File: src/rtl/input_conditioner.sv
// input_conditioner: two-flop sync, per-bit debounce, press/release/change pulses.
// Define INPUT_CONDITIONER_AUTOREPEAT_EN to add per-button auto-repeat on btn_press.
module input_conditioner #(
   parameter int DEBOUNCE_CYCLES = 500000,
   parameter int BTN_WIDTH       = 3,
   parameter int SW_WIDTH        = 10,
   parameter int REPEAT_DELAY    = 25000000,
   parameter int REPEAT_PERIOD   = 5000000
) (
   input  logic                 clk,
   input  logic                 rst_n,
   input  logic [BTN_WIDTH-1:0] btn,
   input  logic [SW_WIDTH-1:0]  sw,
   output logic [BTN_WIDTH-1:0] btn_level,
   output logic [BTN_WIDTH-1:0] btn_press,
   output logic [BTN_WIDTH-1:0] btn_release,
   output logic [SW_WIDTH-1:0]  sw_level,
   output logic                 sw_changed
);
   localparam int N  = BTN_WIDTH + SW_WIDTH;
   localparam int CW = $clog2(DEBOUNCE_CYCLES + 1);
   localparam logic [CW-1:0] CNT_LAST = CW'(DEBOUNCE_CYCLES - 1);
   logic [BTN_WIDTH-1:0] r_btn_s1, r_btn_s2, r_btn_press, r_btn_release;
   logic [SW_WIDTH-1:0]  r_sw_s1, r_sw_s2;
   logic                 r_sw_changed;
   logic [N-1:0]         w_sample, w_diff, w_flip, w_level_nxt, r_level;
   logic [CW-1:0]        r_cnt [N];
   logic [CW-1:0]        w_cnt_nxt [N];
   logic [BTN_WIDTH-1:0] w_btn_hold, w_rep_fire;
   always_ff @(posedge clk or negedge rst_n) begin
      if (!rst_n) begin
         r_btn_s1 <= '1;
         r_btn_s2 <= '1;
         r_sw_s1  <= '0;
         r_sw_s2  <= '0;
      end else begin
         r_btn_s1 <= btn;
         r_btn_s2 <= r_btn_s1;
         r_sw_s1  <= sw;
         r_sw_s2  <= r_sw_s1;
      end
   end
   // Buttons are active-low on the board; everything past the sync is active-high.
   assign w_sample    = {r_sw_s2, ~r_btn_s2};
   assign w_diff      = w_sample ^ r_level;
   assign w_level_nxt = r_level ^ w_flip;
   assign w_btn_hold  = r_level[BTN_WIDTH-1:0] & w_level_nxt[BTN_WIDTH-1:0];
   always_comb begin
      for (int i = 0; i < N; i++) begin
         w_flip[i]    = w_diff[i] && (r_cnt[i] == CNT_LAST);
         w_cnt_nxt[i] = (!w_diff[i] || w_flip[i]) ? '0 : r_cnt[i] + CW'(1);
      end
   end
   always_ff @(posedge clk or negedge rst_n) begin
      if (!rst_n) begin
         r_level       <= '0;
         r_btn_press   <= '0;
         r_btn_release <= '0;
         r_sw_changed  <= 1'b0;
         for (int i = 0; i < N; i++) r_cnt[i] <= '0;
      end else begin
         r_level       <= w_level_nxt;
         r_btn_press   <= (w_flip[BTN_WIDTH-1:0] & w_level_nxt[BTN_WIDTH-1:0]) | w_rep_fire;
         r_btn_release <= w_flip[BTN_WIDTH-1:0] & ~w_level_nxt[BTN_WIDTH-1:0];
         r_sw_changed  <= |w_flip[N-1:BTN_WIDTH];
         for (int i = 0; i < N; i++) r_cnt[i] <= w_cnt_nxt[i];
      end
   end
`ifdef INPUT_CONDITIONER_AUTOREPEAT_EN
   localparam int RMAX = (REPEAT_DELAY > REPEAT_PERIOD) ? REPEAT_DELAY : REPEAT_PERIOD;
   localparam int RW   = $clog2(RMAX + 1);
   localparam logic [RW-1:0] DELAY_LAST  = RW'(REPEAT_DELAY - 1);
   localparam logic [RW-1:0] PERIOD_LAST = RW'(REPEAT_PERIOD - 1);
   logic [RW-1:0]        r_rep_cnt [BTN_WIDTH];
   logic [BTN_WIDTH-1:0] r_rep_periodic, w_rep_hit;
   always_comb begin
      for (int i = 0; i < BTN_WIDTH; i++)
         w_rep_hit[i] = r_rep_cnt[i] == (r_rep_periodic[i] ? PERIOD_LAST : DELAY_LAST);
   end
   // Only a level that is 1 before and after the edge may repeat, so the release edge never fires.
   assign w_rep_fire = w_btn_hold & w_rep_hit;
   always_ff @(posedge clk or negedge rst_n) begin
      if (!rst_n) begin
         r_rep_periodic <= '0;
         for (int i = 0; i < BTN_WIDTH; i++) r_rep_cnt[i] <= '0;
      end else begin
         for (int i = 0; i < BTN_WIDTH; i++) begin
            if (!w_btn_hold[i]) begin
               r_rep_cnt[i]      <= '0;
               r_rep_periodic[i] <= 1'b0;
            end else if (w_rep_hit[i]) begin
               r_rep_cnt[i]      <= '0;
               r_rep_periodic[i] <= 1'b1;
            end else begin
               r_rep_cnt[i]      <= r_rep_cnt[i] + RW'(1);
            end
         end
      end
   end
`else
   logic w_unused_rep;
   assign w_rep_fire   = '0;
   assign w_unused_rep = ^{REPEAT_DELAY, REPEAT_PERIOD, w_btn_hold};
`endif
   assign btn_level   = r_level[BTN_WIDTH-1:0];
   assign sw_level    = r_level[N-1:BTN_WIDTH];
   assign btn_press   = r_btn_press;
   assign btn_release = r_btn_release;
   assign sw_changed  = r_sw_changed;
endmodule

File: config.mk
export PLATFORM = sky130hd
export DESIGN_NAME = input_conditioner
export DESIGN_NICKNAME = d
export VERILOG_FILES = /design/src/rtl/input_conditioner.sv
export SDC_FILE = /design/constraint.sdc
export NUM_CORES = 1
export LEC_CHECK = 0
export ABC_AREA = 1
export CORE_MARGIN = 2
export CORE_UTILIZATION = 40
export DETAILED_ROUTE_END_ITERATION = 10
export GPL_ROUTABILITY_DRIVEN = 0
export HOLD_SLACK_MARGIN = 0.05
export PLACE_DENSITY_LB_ADDON = 0.25
export SYNTH_ARGS = -nofsm -noshare
export SYNTH_HDL_FRONTEND = slang
export SYNTH_SLANG_ARGS = --single-unit
File: constraint.sdc
create_clock -name clk -period 2 [get_ports clk]
set_input_delay 0.3 -clock clk [delete_from_list [all_inputs] [get_ports clk]]
set_output_delay 0.3 -clock clk [all_outputs]
set_load 0.02 [all_outputs]
# After elaboration in Yosys (flattened, before gate mapping)
# Index checks and enable logic that the tools add are counted.
# totals
reg_bits	293
elab_cells	106
# classes
n_bitwise	6
n_mux	13
add_sub_neg	13
reduce_logical	40
n_eq_ne	13
# op_table
op	count
19-bit by 1-bit adder with 19-bit output, second input constant	13
19-bit equality test, second input constant	13
19-bit two-way mux	13
13-bit bitwise XOR	2
1-bit logical AND	13
1-bit zero test	13
1-bit logical OR	13
10-bit OR reduction	1
3-bit bitwise AND	2
3-bit NOT	2

# Longest topological paths before layout
# depth
word_depth	6
depth_mapped	11

# Least setup slack after synthesis
# Ideal clock, no wire load.
# synth_timing
path_kind	reg2reg
from	register r_cnt[209] (netlist name)
to	register r_level[1]
arrival_ns	1.515
path_stages_with_launch	10
slack_ns	0.422
period_less_slack_ns	1.578
path_buffers	0
required_ns	1.937
cell_sequence	dfrtp_1 ha_1 nand2_1 nor2_4 inv_2 nor3_2 nand3_2 nor2_1 ha_1 inv_1
# synth_via
elab_chain_cells	3
# synth_lines
element	line	text
start: declaration	27	logic [CW-1:0] r_cnt [N];
19-bit equality test	50	w_flip[i] = w_diff[i] && (r_cnt[i] == CNT_LAST);
1-bit logical AND	50	
13-bit bitwise XOR	46	assign w_level_nxt = r_level ^ w_flip;
net w_level_nxt[1]	26	logic [N-1:0] w_sample, w_diff, w_flip, w_level_nxt, r_level;
end signal: assignment	62	r_level <= w_level_nxt;
end: declaration	26	
# The timed path passes the listed nets, and every way through them passes these cells.

==> results.sh <==
export IMPL_seq_area_frac_synth_pct=49.1
export IMPL_worst_setup_path_type="reg2out"
export IMPL_synth_distinct_cells=39
export IMPL_min_path_type="in2reg"
export IMPL_hpwlAfterDp_mm=20.7
export IMPL_wl_mm=29.3
export IMPL_synth_area_top_cells="sky130_fd_sc_hd__dfrtp_1 (48%), sky130_fd_sc_hd__nand2_1 (9.3%), sky130_fd_sc_hd__nor2_1 (9.3%), sky130_fd_sc_hd__inv_1 (5.9%), sky130_fd_sc_hd__xor2_1 (4.3%)"
export IMPL_num_vias=11882
export IMPL_power_static_leakage_uw=0.00745
export IMPL_synth_async_sr_flop_share_pct=100
export IMPL_drt_wirelength_per_cell_um=12.0
export IMPL_crit_path_start_kind="flip-flop"
export IMPL_post_synth_instance_area_mm2=0.0149
export IMPL_unrepaired_setup_endpoints_after_global_routing="no"
export IMPL_max_slew_margin_pct=68.1
export IMPL_worst_path_max_fanout=3
export IMPL_placementRows=70
export IMPL_dieWidth_um=197
export IMPL_floorplan_initialDensity_pct=40.7
export IMPL_layout_filler_cells=3564
export IMPL_postCtsHoldBufs=1
export IMPL_cp_slowest_cell="sky130_fd_sc_hd__clkdlybuf4s50_1"
export IMPL_post_cts_resize_count=0
export IMPL_mappedNetlistNets=1903
export IMPL_hold_viol=0
export IMPL_timing_critical_path_arrival_ns=1.57
export IMPL_final_setup_tns_ns=0
export IMPL_drtPass1Iterations=5
export IMPL_finClkSkew_ns=0.00991
export IMPL_power_density_cell_area_mw_per_mm2=746
export IMPL_fin_crit_sh_pct=93.7
export IMPL_worst_setup_hold_path_clk_slew_ns=0.06
export IMPL_synth_top_area_share_pct=48.1
export IMPL_timing_critical_path_cells="clkdlybuf4s50_1"
export IMPL_synth_flop_cell="sky130_fd_sc_hd__dfrtp_1"
export IMPL_synth_commonest_cells="sky130_fd_sc_hd__nand2_1 (372), sky130_fd_sc_hd__nor2_1 (370), sky130_fd_sc_hd__dfrtp_1 (287), sky130_fd_sc_hd__inv_1 (234), sky130_fd_sc_hd__nand3_1 (119)"
export IMPL_cts_tree="done"
export IMPL_port_buffer_count=34
export IMPL_cts_max_path_buffers=3
export IMPL_synth_most_common_cell="sky130_fd_sc_hd__nand2_1"
export IMPL_layout_cell_area_non_filler_mm2=0.0170
export IMPL_global_route_usage_total_pct=15.8
export IMPL_grt_ovfl_total=0
export IMPL_synthDominantAreaCellType="sky130_fd_sc_hd__dfrtp_1"
export IMPL_synth_warning_count=0
export IMPL_route_antenna_remaining_nets=0
export IMPL_cts_setup_buffers=0
export IMPL_run_status="finished clean"
export IMPL_area_of_the_placeable_core_mm2=0.0367
export IMPL_postPlaceCellArea_mm2=0.0159
export IMPL_numCtsBuffers=35
export IMPL_grt_first_pass_wirelength_mm=52.3
export IMPL_worst_skew_late_latency_ns=0.51
export IMPL_cts_num_sinks=293
export IMPL_setup_viol=0
export IMPL_critPathTopFamily="buffers and inverters"
export IMPL_number_of_violations_reported_at_the_end_of_detailed_routing_iteration_0=655
export IMPL_critical_path_data_required_time_ns=1.70
export IMPL_synth_enable_flop_cells=0
export IMPL_max_cap_violations=0
export IMPL_die_height_um=197
export IMPL_synth_avg_cell_area_um2=7.99
export IMPL_max_stage_delay_ns=0.64
export IMPL_path_buf_inv=1
export IMPL_ys_seq_elements=293
export IMPL_ir_drop_mv=0.613
export IMPL_area_growth_syn_to_layout_pct=14.1
export IMPL_ctsRootBufferMaster="sky130_fd_sc_hd__clkbuf_16"
export IMPL_initial_antenna_violation_count=0
export IMPL_max_clock_freq_ghz=0.534
export IMPL_cts_htree_levels=2
export IMPL_fp_dieArea_mm2=0.0389
export IMPL_ioPinCount=35
export IMPL_crit_path_end_kind="primary output"
export IMPL_avgViaCountPerCell=4.89
export IMPL_antenna_cells_inserted=0
export IMPL_timing_final_max_slew_violations=0
export IMPL_first_global_vias=11609
export IMPL_netlist_instances=1869
export IMPL_grt_max_degree=80
export IMPL_detail_route_drc_violations=0
export IMPL_tightest_slew_ns=0.474
export IMPL_num_nets_final=1974
export IMPL_layout_min_cycle_time_ns=1.87
export IMPL_fraction_of_final_layout_cells_with_drive_strength_greater_than_1_pct=7.59
-- per-stage QoR --
stage	hold slack [ns]	util, %	worst slack [ns]	power, uW	cells
6_report	0.196	46.4	0.126	12700	2432
5_1_grt	0.185	46.4	0.0290	13300	2432
4_1_cts	0.170	46.4	0.0991	13000	2432
3_5_place_dp	0.212	43.3	0.260	6620	2370
3_3_place_gp	0.210	43.3	0.303	6610	2370
2_1_floorplan	0.00441	-	0.422	6390	1869
-- state kept, by name, summed over array words and instances, names as in the netlist, named ones only --
name,cells
r_sw_s2,10
r_sw_s1,10
btn_press,3
btn_release,3
r_cnt,247
sw_changed,1
r_btn_s1,3
r_level,3
r_btn_s2,3
-- logic make-up after synthesis --
| logic type | synth area share [%] |
|---|---|
| AND/OR/NAND/NOR | 33.6 |
| flip-flops | 49.1 |
| adder cells (fa/ha/maj) | 1.59 |
| XOR/XNOR | 4.92 |
| buffers and inverters | 6.87 |
| AO/OA/AOI/OAI | 3.91 |
-- final cells by class --
class	count	area, um^2	share of cell area, %
clock buffer	55	1080	6.36
clock inverter	6	55.1	0.323
inverter	242	908	5.33
multi-input combinational	1321	6580	38.6
sequential	293	7340	43.1
tap	468	586	3.44
timing repair buffer	47	495	2.91
-- routing by layer --
layer  global-route usage (%)  vias to the layer above  part of all wire [%]
li1                         -                     6109                     -
met1                     21.3                     5556                    48
met3                     2.54                       39                   3.6
met4                     4.90                        0                   2.2
met5                        0                        -                     0
met2                     26.2                      178                    46
-- worst paths after layout --
check,startpoint,to,slack [ns],depth (start not counted)
worst max-delay path,flip-flop,sw_level[6],0.13,1
worst min-delay path,btn[0],r_btn_s1[0],0.20,1
worst max register to register,r_cnt[38],r_cnt[54],0.26,8
worst min register to register,r_sw_s1[0],r_sw_s2[0],0.34,0
max in group asynchronous,rst_n,r_btn_s2[1],0.96,3
min in group asynchronous,rst_n,r_cnt[49],0.26,2
-- report_power, final --
part | total [uW] | internal, uW | switching, uW | leakage [uW]
Combinational | 411 | 129 | 283 | 0.00289
Clock | 6210 | 3830 | 2380 | 0.000565
Sequential | 6090 | 6030 | 60.2 | 0.00399
Total | 12700 | 9980 | 2730 | 0.00745
-- worst register-to-register path: cells and delay by family, from the launching register on --
kind	cells	cell delay, ns
buffers and inverters	1	0.11
DFF	1	0.44
adders and majority gates	1	0.27
AOI/OAI and AO/OA	1	0.09
and+or+nand+nor	5	0.71
-- layout by cell type, fill, tap and decap left out, types with 9 or more instances in the layout --
master,instances
sky130_fd_sc_hd__nand2_1,372
sky130_fd_sc_hd__nor2_1,370
sky130_fd_sc_hd__dfrtp_1,287
sky130_fd_sc_hd__inv_1,234
sky130_fd_sc_hd__nand3_1,119
sky130_fd_sc_hd__nor3_1,91
sky130_fd_sc_hd__xor2_1,74
sky130_fd_sc_hd__a21oi_1,54
sky130_fd_sc_hd__nand4_1,52
sky130_fd_sc_hd__clkbuf_16,37
sky130_fd_sc_hd__clkdlybuf4s50_1,33
sky130_fd_sc_hd__nor2_2,26
sky130_fd_sc_hd__nor3b_1,23
sky130_fd_sc_hd__o21ai_0,20
sky130_fd_sc_hd__ha_1,19
sky130_fd_sc_hd__nand2_2,17
sky130_fd_sc_hd__xnor2_1,10
sky130_fd_sc_hd__clkbuf_1,9
sky130_fd_sc_hd__clkbuf_8,9
(Power assumes the default switching activity.)
